### src/rtl/fir_out_buffer.sv
// fir_out_buffer: FWFT output FIFO behind the FIR, drops samples when full (optional DROP_CNT via FIR_OBUF_DROPCNT_EN)
module fir_out_buffer #(
  parameter int NB    = 13,
  parameter int DEPTH = 8,
  parameter int AW    = 3
) (
  input  logic          CLK,
  input  logic          RST,
  input  logic [NB-1:0] DIN,
  input  logic          VIN,
  output logic [NB-1:0] DOUT,
  output logic          VOUT,
  input  logic          RDY,
  output logic          FULL,
  output logic          EMPTY,
  output logic [AW:0]   LEVEL,
`ifdef FIR_OBUF_DROPCNT_EN
  output logic [7:0]    DROP_CNT,
`endif
  output logic          OVF
);
  localparam logic [AW:0] FULL_LVL = (AW+1)'(DEPTH);
  logic [NB-1:0] mem [DEPTH];
  logic [AW-1:0] wr_ptr, rd_ptr;
  logic wr, rd, drop;
  assign FULL  = LEVEL == FULL_LVL;
  assign EMPTY = LEVEL == '0;
  assign VOUT  = ~EMPTY;
  assign DOUT  = VOUT ? mem[rd_ptr] : '0;
  assign rd    = VOUT & RDY;
  assign wr    = VIN & (~FULL | rd);
  assign drop  = VIN & ~wr;
  // sample storage, contents need no reset
  always_ff @(posedge CLK)
    if (wr) mem[wr_ptr] <= DIN;
  // pointers and occupancy; pointers wrap naturally at DEPTH
  always_ff @(posedge CLK)
    if (RST) begin
      wr_ptr <= '0;
      rd_ptr <= '0;
      LEVEL  <= '0;
    end else begin
      wr_ptr <= wr_ptr + AW'(wr);
      rd_ptr <= rd_ptr + AW'(rd);
      LEVEL  <= LEVEL + (AW+1)'(wr) - (AW+1)'(rd);
    end
`ifdef FIR_OBUF_DROPCNT_EN
  // saturating count of dropped samples; overflow is any nonzero count
  always_ff @(posedge CLK)
    if (RST) DROP_CNT <= '0;
    else if (drop && DROP_CNT != 8'hFF) DROP_CNT <= DROP_CNT + 8'd1;
  assign OVF = DROP_CNT != 8'd0;
`else
  logic ovf;
  // sticky overflow, cleared only by reset
  always_ff @(posedge CLK)
    if (RST) ovf <= 1'b0;
    else if (drop) ovf <= 1'b1;
  assign OVF = ovf;
`endif
endmodule

### config.mk
export PLATFORM = sky130hd
export DESIGN_NAME = fir_out_buffer
export DESIGN_NICKNAME = d
export VERILOG_FILES = /design/src/rtl/fir_out_buffer.sv
export SDC_FILE = /design/constraint.sdc
export NUM_CORES = 1
export LEC_CHECK = 0
export ABC_AREA = 1
export CAP_MARGIN = 20
export CORE_UTILIZATION = 40
export DETAILED_ROUTE_END_ITERATION = 8
export HOLD_SLACK_MARGIN = 0.02
export PLACE_DENSITY = 0.66
export SETUP_SLACK_MARGIN = 0.5
export SKIP_LAST_GASP = 1
export SLEW_MARGIN = 40
export SYNTH_ARGS = -nofsm -noshare
export SYNTH_HDL_FRONTEND = slang
export SYNTH_SLANG_ARGS = --single-unit
### constraint.sdc
create_clock -name CLK -period 1.75 [get_ports CLK]
set_input_delay 0.35 -clock CLK [delete_from_list [all_inputs] [get_ports CLK]]
set_output_delay 0.35 -clock CLK [all_outputs]
set_load 0.05 [all_outputs]
==> After elaboration in Yosys (flattened, before gate mapping) <==
Memories as Yosys holds them, arrays and structs flattened. A register that Yosys moved wholly into a read port is not among the register bits.
Index checks and enable logic that the tools add are counted.
{ "totals": {"n_memories": 1, "ramBits": 104, "word_cells": 22, "ff_bits": 11, "in_bits": 17} }
{ "classes": {"n_eq_ne": 1, "muxes": 4, "n_addsub": 4, "n_bitwise": 7, "reduce_logical": 1} }
{ "memory_table": {"columns": ["memory", "words", "word_bits", "read_ports", "rd_ports_with_merged_regs", "wr", "line", "source"], "rows": [
  ["mem", 8, 13, 1, 1, 1, "23", "logic [NB-1:0] mem [DEPTH];"]
]} }
{ "op_table": {"columns": ["cell", "n"], "rows": [
  ["$mux 13", 1],
  ["$add 3x1->3", 2],
  ["$add 4x1->4", 1],
  ["$eq 4x4->1 const B", 1],
  ["$logic_not 4->1", 1],
  ["$sub 4x1->4", 1],
  ["$and 1x1->1", 3],
  ["$mux 3", 1],
  ["$not 1->1", 3],
  ["$mux 1", 2],
  ["$or 1x1->1", 1]
]} }

==> Longest topological paths before layout <==
Gate-level depths: netlist (run 1).
{ "depth": {"word_depth": 7, "mapped_depth": 12, "depth_no_buf": 12} }

==> Least setup slack after synthesis (run 1) <==
Ideal clock, no wire load.
{ "synth_path": {"kind": "register to register", "from": "register LEVEL[3]", "to": "register LEVEL[2]", "slack_ns": -1.035, "t_arrival_ns": 2.657, "path_stages_with_launch": 10, "n_path_buf": 0, "setup_ns": 0.128, "period_less_slack_ns": 2.785, "path_cell_list": "dfxtp_1 -> ha_1 -> nor3b_2 -> nand2_1 -> nand3_1 -> nand2_1 -> ha_1 -> fa_1 -> xnor2_1 -> nor2_1"} }
{ "synth_between": {"word_cells_on_any_way": 9} }
{ "synth_rtl": {"columns": ["element", "line", "source"], "rows": [
  ["start: declaration", "16", "output logic [AW:0] LEVEL,"],
  ["start signal: assignment", "45", "LEVEL <= LEVEL + (AW+1)'(wr) - (AW+1)'(rd);"],
  ["$eq 4x4->1", "26", "assign FULL = LEVEL == FULL_LVL;"],
  ["via FULL", "14", "output logic FULL,"],
  ["$not 1->1", "31", "assign wr = VIN & (~FULL | rd);"],
  ["$or 1x1->1", "31", null],
  ["$and 1x1->1", "31", null],
  ["$add 4x1->4", "45", null],
  ["$sub 4x1->4", "45", null]
]} }
The timed path passes the listed nets, and every way through them passes these cells.
A chain may end at the register's enable or synchronous reset.

==> flow_summary.json, run 1 <==
{
  "status": "complete, but fails checks",
  "violations": "setup timing",
  "ys_types": 18,
  "ir_drop_mv": 1.02,
  "crit_path_max_fanout": 25,
  "r2r_end": "LEVEL[1]",
  "p_leak_nw": 3.43,
  "ff2ff_setup_slack_ps": -220,
  "p_total_mw": 15.4,
  "via_per_inst": 5.03,
  "netlist_top_cells_area": "edfxtp_1 60%, nand2_1 9.8%, inv_1 8.8%, nand3_1 7.2%, dfxtp_1 4.2%",
  "worstSetupPathType": "flop to primary output",
  "clkTransAtPathRegs_ps": 60,
  "cts_hold_buf": 0,
  "synth_top_area_share_pct": 59.8,
  "cp-end-kind": "primary output",
  "setup-violations-final": 125,
  "first_pass_iters": 5,
  "clock_latency_ps": 420,
  "routedWlPerCell_um": 18.8,
  "synth_area_um2": 5230,
  "grt_pass1_wl_um": 20300,
  "die_w_um": 116,
  "grt.overflow.total": 0,
  "grt_use_total_pct": 20.9,
  "maxSlewHeadroom_pct": 68.7,
  "ys_seq_area_share_pct": 64.0,
  "rsz0062_at_grt": "yes",
  "stdcell_area_um2": 8130,
  "root_buffer": "clkbuf_16",
  "worst_slack_ps": -354,
  "io_pins": 38,
  "dpl.hpwl_um": 6500,
  "gp_congestion": 0.729,
  "layout-drive-gt1-share_pct": 34.5,
  "place_inst": 751,
  "whs_endpoint": "OVF",
  "reg2reg_from": "LEVEL[2]",
  "clock_sinks": 115,
  "final.period_utilization_pct": 120,
  "synth_edf_count": 104,
  "yosysMostFrequentCell": "nand2_1",
  "fmax_ghz": 0.475,
  "cp.required_ps": 1400,
  "synthFlopType": "edfxtp_1",
  "antenna_found_initial": 0,
  "initial_core_util_pct": 41.2,
  "ys_ff_latch": 115,
  "first_iter_violations": 376,
  "grt_max_degree": 53,
  "cts_tree": "built",
  "synth_fp_nets": 565,
  "hold_class": "flop to flop",
  "avgSynthCellArea_um2": 9.71,
  "cp-start-kind": "flop",
  "synth_common_cells": "137 x nand2_1, 122 x inv_1, 104 x edfxtp_1, 75 x nand3_1, 46 x nor2_1",
  "drc_errors": 0,
  "synth_warnings": 0,
  "area_growth_pct": 55.5,
  "synthCells": 538,
  "min_period_ps": 2100,
  "cap_violations": 0,
  "hold_violations": 0,
  "power.density_nw_per_um2": 1900,
  "core_um2": 12700,
  "layout.nets": 666,
  "diodes": 0,
  "skew_ps": 10.8,
  "wirelength_um": 15500,
  "reg2reg_depth": 12,
  "async_flop_share_pct": 0,
  "dieArea_um2": 13500,
  "fin_cells": 824,
  "cp.arrival_ps": 1750,
  "vias": 4144,
  "grt_pass1_vias": 3795,
  "htree_levels": 4,
  "rows": 41,
  "die_y_um": 116,
  "cts_made_buffers": 17,
  "worstMarginPinSlew_ps": 468,
  "cts_buffer_depth": 2,
  "hold_depth": 2,
  "placedInstanceArea_um2": 6180,
  "port_buffers": 37,
  "slew_viol_final": 0,
  "min_from": "OVF",
  "ant_nets": 0,
  "yosysTopAreaCell": "edfxtp_1"
}
[critical path, cell delays in order (launching register included)]
cell,delay (ps)
dfxtp_4,410
buf_12,140
buf_12,170
nand2_1,90
nand3_1,130
nand3_2,100
nand2_2,110
nor2_4,50
buf_12,140
[how the worst max path moves through the flow]
stage	start	to
4_1_cts	rd_ptr[0]	DOUT[3]
2_1_floorplan	LEVEL[2]	LEVEL[1]
5_1_grt	rd_ptr[0]	DOUT[4]
3_3_place_gp	RDY	LEVEL[1]
6_report	rd_ptr[0]	DOUT[5]
3_5_place_dp	RDY	LEVEL[1]
[metal layers]
metal | track usage (%) | part of all wire, % | vias to the layer above
li1 | - | - | 1898
met1 | 25.3 | 38 | 2012
met2 | 35.5 | 53 | 190
met3 | 5.66 | 6.6 | 44
met4 | 8.03 | 2.8 | 0
met5 | 0 | 0 | -
[flip-flops by register name (all words and copies together) (netlist names)]
register and cells:
LEVEL 4, OVF 1, mem 104, rd_ptr 3, wr_ptr 3
[report_power, final]
group          leakage [nW]  switching (mW)  internal, mW  total (mW)
registers              1.04           0.195          3.27        3.46
logic                  2.08            4.49          3.62        8.11
clock network         0.313            1.20          2.65        3.85
total                  3.43            5.89          9.54        15.4
[through the flow]
step	util [%]	setup TNS (ps)	setup WS [ps]	hold slack (ps)
2_1_floorplan	-	-39570	-539	449
3_3_place_gp	48.8	-10920	-237	441
3_5_place_dp	48.8	-13390	-280	447
4_1_cts	59.0	-5110	-257	457
5_1_grt	64.2	-19920	-415	489
6_report	64.2	-15230	-354	482
[repair_timing]
item                       4_1_cts  5_1_grt
setup endpoints to repair      135      136
resized for setup              100      100
cloned                           6        5
pin swaps                       15       40
buffers inserted                15       15
[cells in the final DEF (no fill, tap or decap), types with 11 or more instances in the layout]
cell	synthesis	final
inv_1	122	114
nand2_1	137	112
edfxtp_1	104	104
nand3_1	75	55
buf_12	0	36
nor2_4	0	23
buf_6	6	22
nand3_2	0	19
clkbuf_16	0	19
clkdlybuf4s50_1	0	16
nand2_2	2	15
nor2_2	0	12
buf_4	3	12
nor2_1	46	11
[kinds of logic after synthesis]
group | share of synthesized area (%)
xor+xnor | 0.503
flops | 64.0
buf+inv | 11.9
compound gates | 0.287
simple gates | 20.8
fa+ha+maj | 2.54
[layout make-up]
| cell class | instances | area [um2] |
|---|---|---|
| clock buffers | 20 | 437 |
| repair inverters | 4 | 61.3 |
| multi-input cells | 278 | 1850 |
| inverters | 124 | 509 |
| repair buffers | 99 | 1480 |
| fillers | 847 | 4540 |
| clock inverters | 12 | 210 |
| flip-flops and latches | 115 | 3360 |
| well taps | 172 | 215 |
Note: power is estimated with default switching activity, not from simulation.
==> run 2, diff against run 1 <==
--- a/config.mk
+++ b/config.mk
@@ -7,7 +7,9 @@
 export LEC_CHECK = 0
 export ABC_AREA = 1
 export CAP_MARGIN = 20
+export CORE_ASPECT_RATIO = 2
 export CORE_UTILIZATION = 40
+export CTS_CLUSTER_DIAMETER = 30
 export DETAILED_ROUTE_END_ITERATION = 8
 export HOLD_SLACK_MARGIN = 0.02
 export PLACE_DENSITY = 0.66
==> flow_summary.json, run 2 (synthesized netlist as in run 1, its figures left out) <==
{
  "place_ws_ps": -243,
  "routedWlPerCell_um": 16.8,
  "ant_nets": 0,
  "tns_ps": -19720,
  "rows": 58,
  "clock_latency_ps": 410,
  "worst_slack_ps": -319,
  "fillers": 979,
  "largest_reg_flops": 104,
  "antenna_found_initial": 0,
  "drc_errors": 0,
  "via_per_inst": 4.93,
  "setup-violations-final": 126,
  "cts_tree": "built",
  "worstMarginPinSlew_ps": 531,
  "first_pass_iters": 5,
  "wirelength_um": 13400,
  "ir_drop_mv": 1.59,
  "largestRegisters": "mem: 104 flops, LEVEL: 4 flops",
  "layout-drive-gt1-share_pct": 30.2,
  "hold_depth": 2,
  "vias": 3908,
  "hold_violations": 0,
  "maxSlewHeadroom_pct": 64.5,
  "first_iter_violations": 328,
  "cts_buffer_depth": 2,
  "skew_ps": 6.38,
  "cts_hold_buf": 0,
  "reg2reg_depth": 11,
  "dieArea_um2": 13600,
  "diodes": 0,
  "gp_congestion": 0.777,
  "dpl.hpwl_um": 7490,
  "clock_sinks": 115,
  "cap_violations": 0,
  "worstSetupPathType": "flop to primary output",
  "cp.required_ps": 1400,
  "initial_core_util_pct": 41.4,
  "grt_pass1_wl_um": 20400,
  "port_buffers": 37,
  "die_y_um": 164,
  "cp.arrival_ps": 1720,
  "multi_input_comb_area_um2": 1680,
  "whs_ps": 485,
  "min_period_ps": 2070,
  "power.density_nw_per_um2": 1860,
  "final.period_utilization_pct": 118,
  "final_common_cell": "nand2_1",
  "core_um2": 12600,
  "clkTransAtPathRegs_ps": 50,
  "slew_viol_final": 0,
  "grt_pass1_vias": 4077,
  "io_pins": 38,
  "p_total_mw": 14.1,
  "htree_levels": 4,
  "rsz0062_at_grt": "yes",
  "status": "complete, but fails checks",
  "regMostFlops": "mem",
  "area_growth_pct": 44.2,
  "most-common-layout-cells": "125 x nand2_1, 114 x inv_1, 104 x edfxtp_1",
  "layout.nets": 658,
  "crit_path_max_fanout": 3,
  "die_w_um": 82.8,
  "violations": "setup timing",
  "grt_max_degree": 54,
  "cp-end-kind": "primary output",
  "seq_area_um2": 3360,
  "grt_use_total_pct": 20.2,
  "cp-start-kind": "flop",
  "grt.overflow.total": 0,
  "fmax_ghz": 0.483,
  "cts_made_buffers": 17,
  "p_leak_nw": 3.25,
  "root_buffer": "clkbuf_16",
  "hold_class": "flop to flop"
}
-- run 2: cell types whose count changed in the layout (fill, tap and decap cells not counted), moves of 9 or more --
| cell | change |
|---|---|
| buf_12 | -15 |
| nand2_1 | +13 |
| buf_6 | +12 |
| nand3_2 | -10 |
| nor2_4 | -10 |
| nand3_1 | +9 |
-- run 2: cell type report --
type | instances | share of cell area, %
sequential | 115 | 44.6
multi-input combinational | 278 | 22.3
timing repair buffer | 95 | 16.9
inverter | 124 | 6.47
clock buffer | 17 | 5.64
tap | 150 | 2.49
clock inverter | 14 | 1.56
-- run 2: stage by stage --
stage | cell area, um2 | instances | utilization (%)
6_report | 7540 | 793 | 59.7
5_1_grt | 7540 | 793 | 59.7
4_1_cts | 7310 | 786 | 57.9
3_5_place_dp | 6150 | 737 | 48.7
3_3_place_gp | 6150 | 737 | 48.7
2_1_floorplan | 5300 | 538 | -
-- run 2: path summary, 6_finish.rpt --
path	start	endpoint	slack, ps
min	OVF	OVF	480
max reg2reg	LEVEL[2]	LEVEL[1]	-300
min reg2reg	OVF	OVF	480
max	LEVEL[2]	FULL	-320
-- run 2: worst max-delay path, cell delays in order, from the launching register on --
cell and delay (ps):
dfxtp_4 360, inv_4 70, buf_6 100, ha_4 130, nor3b_4 250, buf_4 170, buf_6 110, buf_12 130
-- run 2: metal layers --
| layer | vias up | track usage (%) | routed length, um |
|---|---|---|---|
| met2 | 120 | 39.8 | 7930 |
| met4 | 0 | 9.87 | 367 |
| li1 | 1872 | - | - |
| met5 | - | 0 | 0 |
| met3 | 28 | 4.09 | 677 |
| met1 | 1888 | 19.4 | 4390 |
-- run 2: what timing repair did --
item / in CTS / in global routing
setup buffers: 15 / 6
setup endpoints to repair: 135 / 136
cloned: 3 / 1
pin swaps: 16 / 13
resized for setup: 106 / 36
-- run 2: report_power, final --
part	leakage [nW]	switching [mW]	internal, mW
combinational	1.96	4.08	3.41
clock	0.254	1.19	1.92
sequential	1.04	0.183	3.27
total	3.25	5.45	8.61
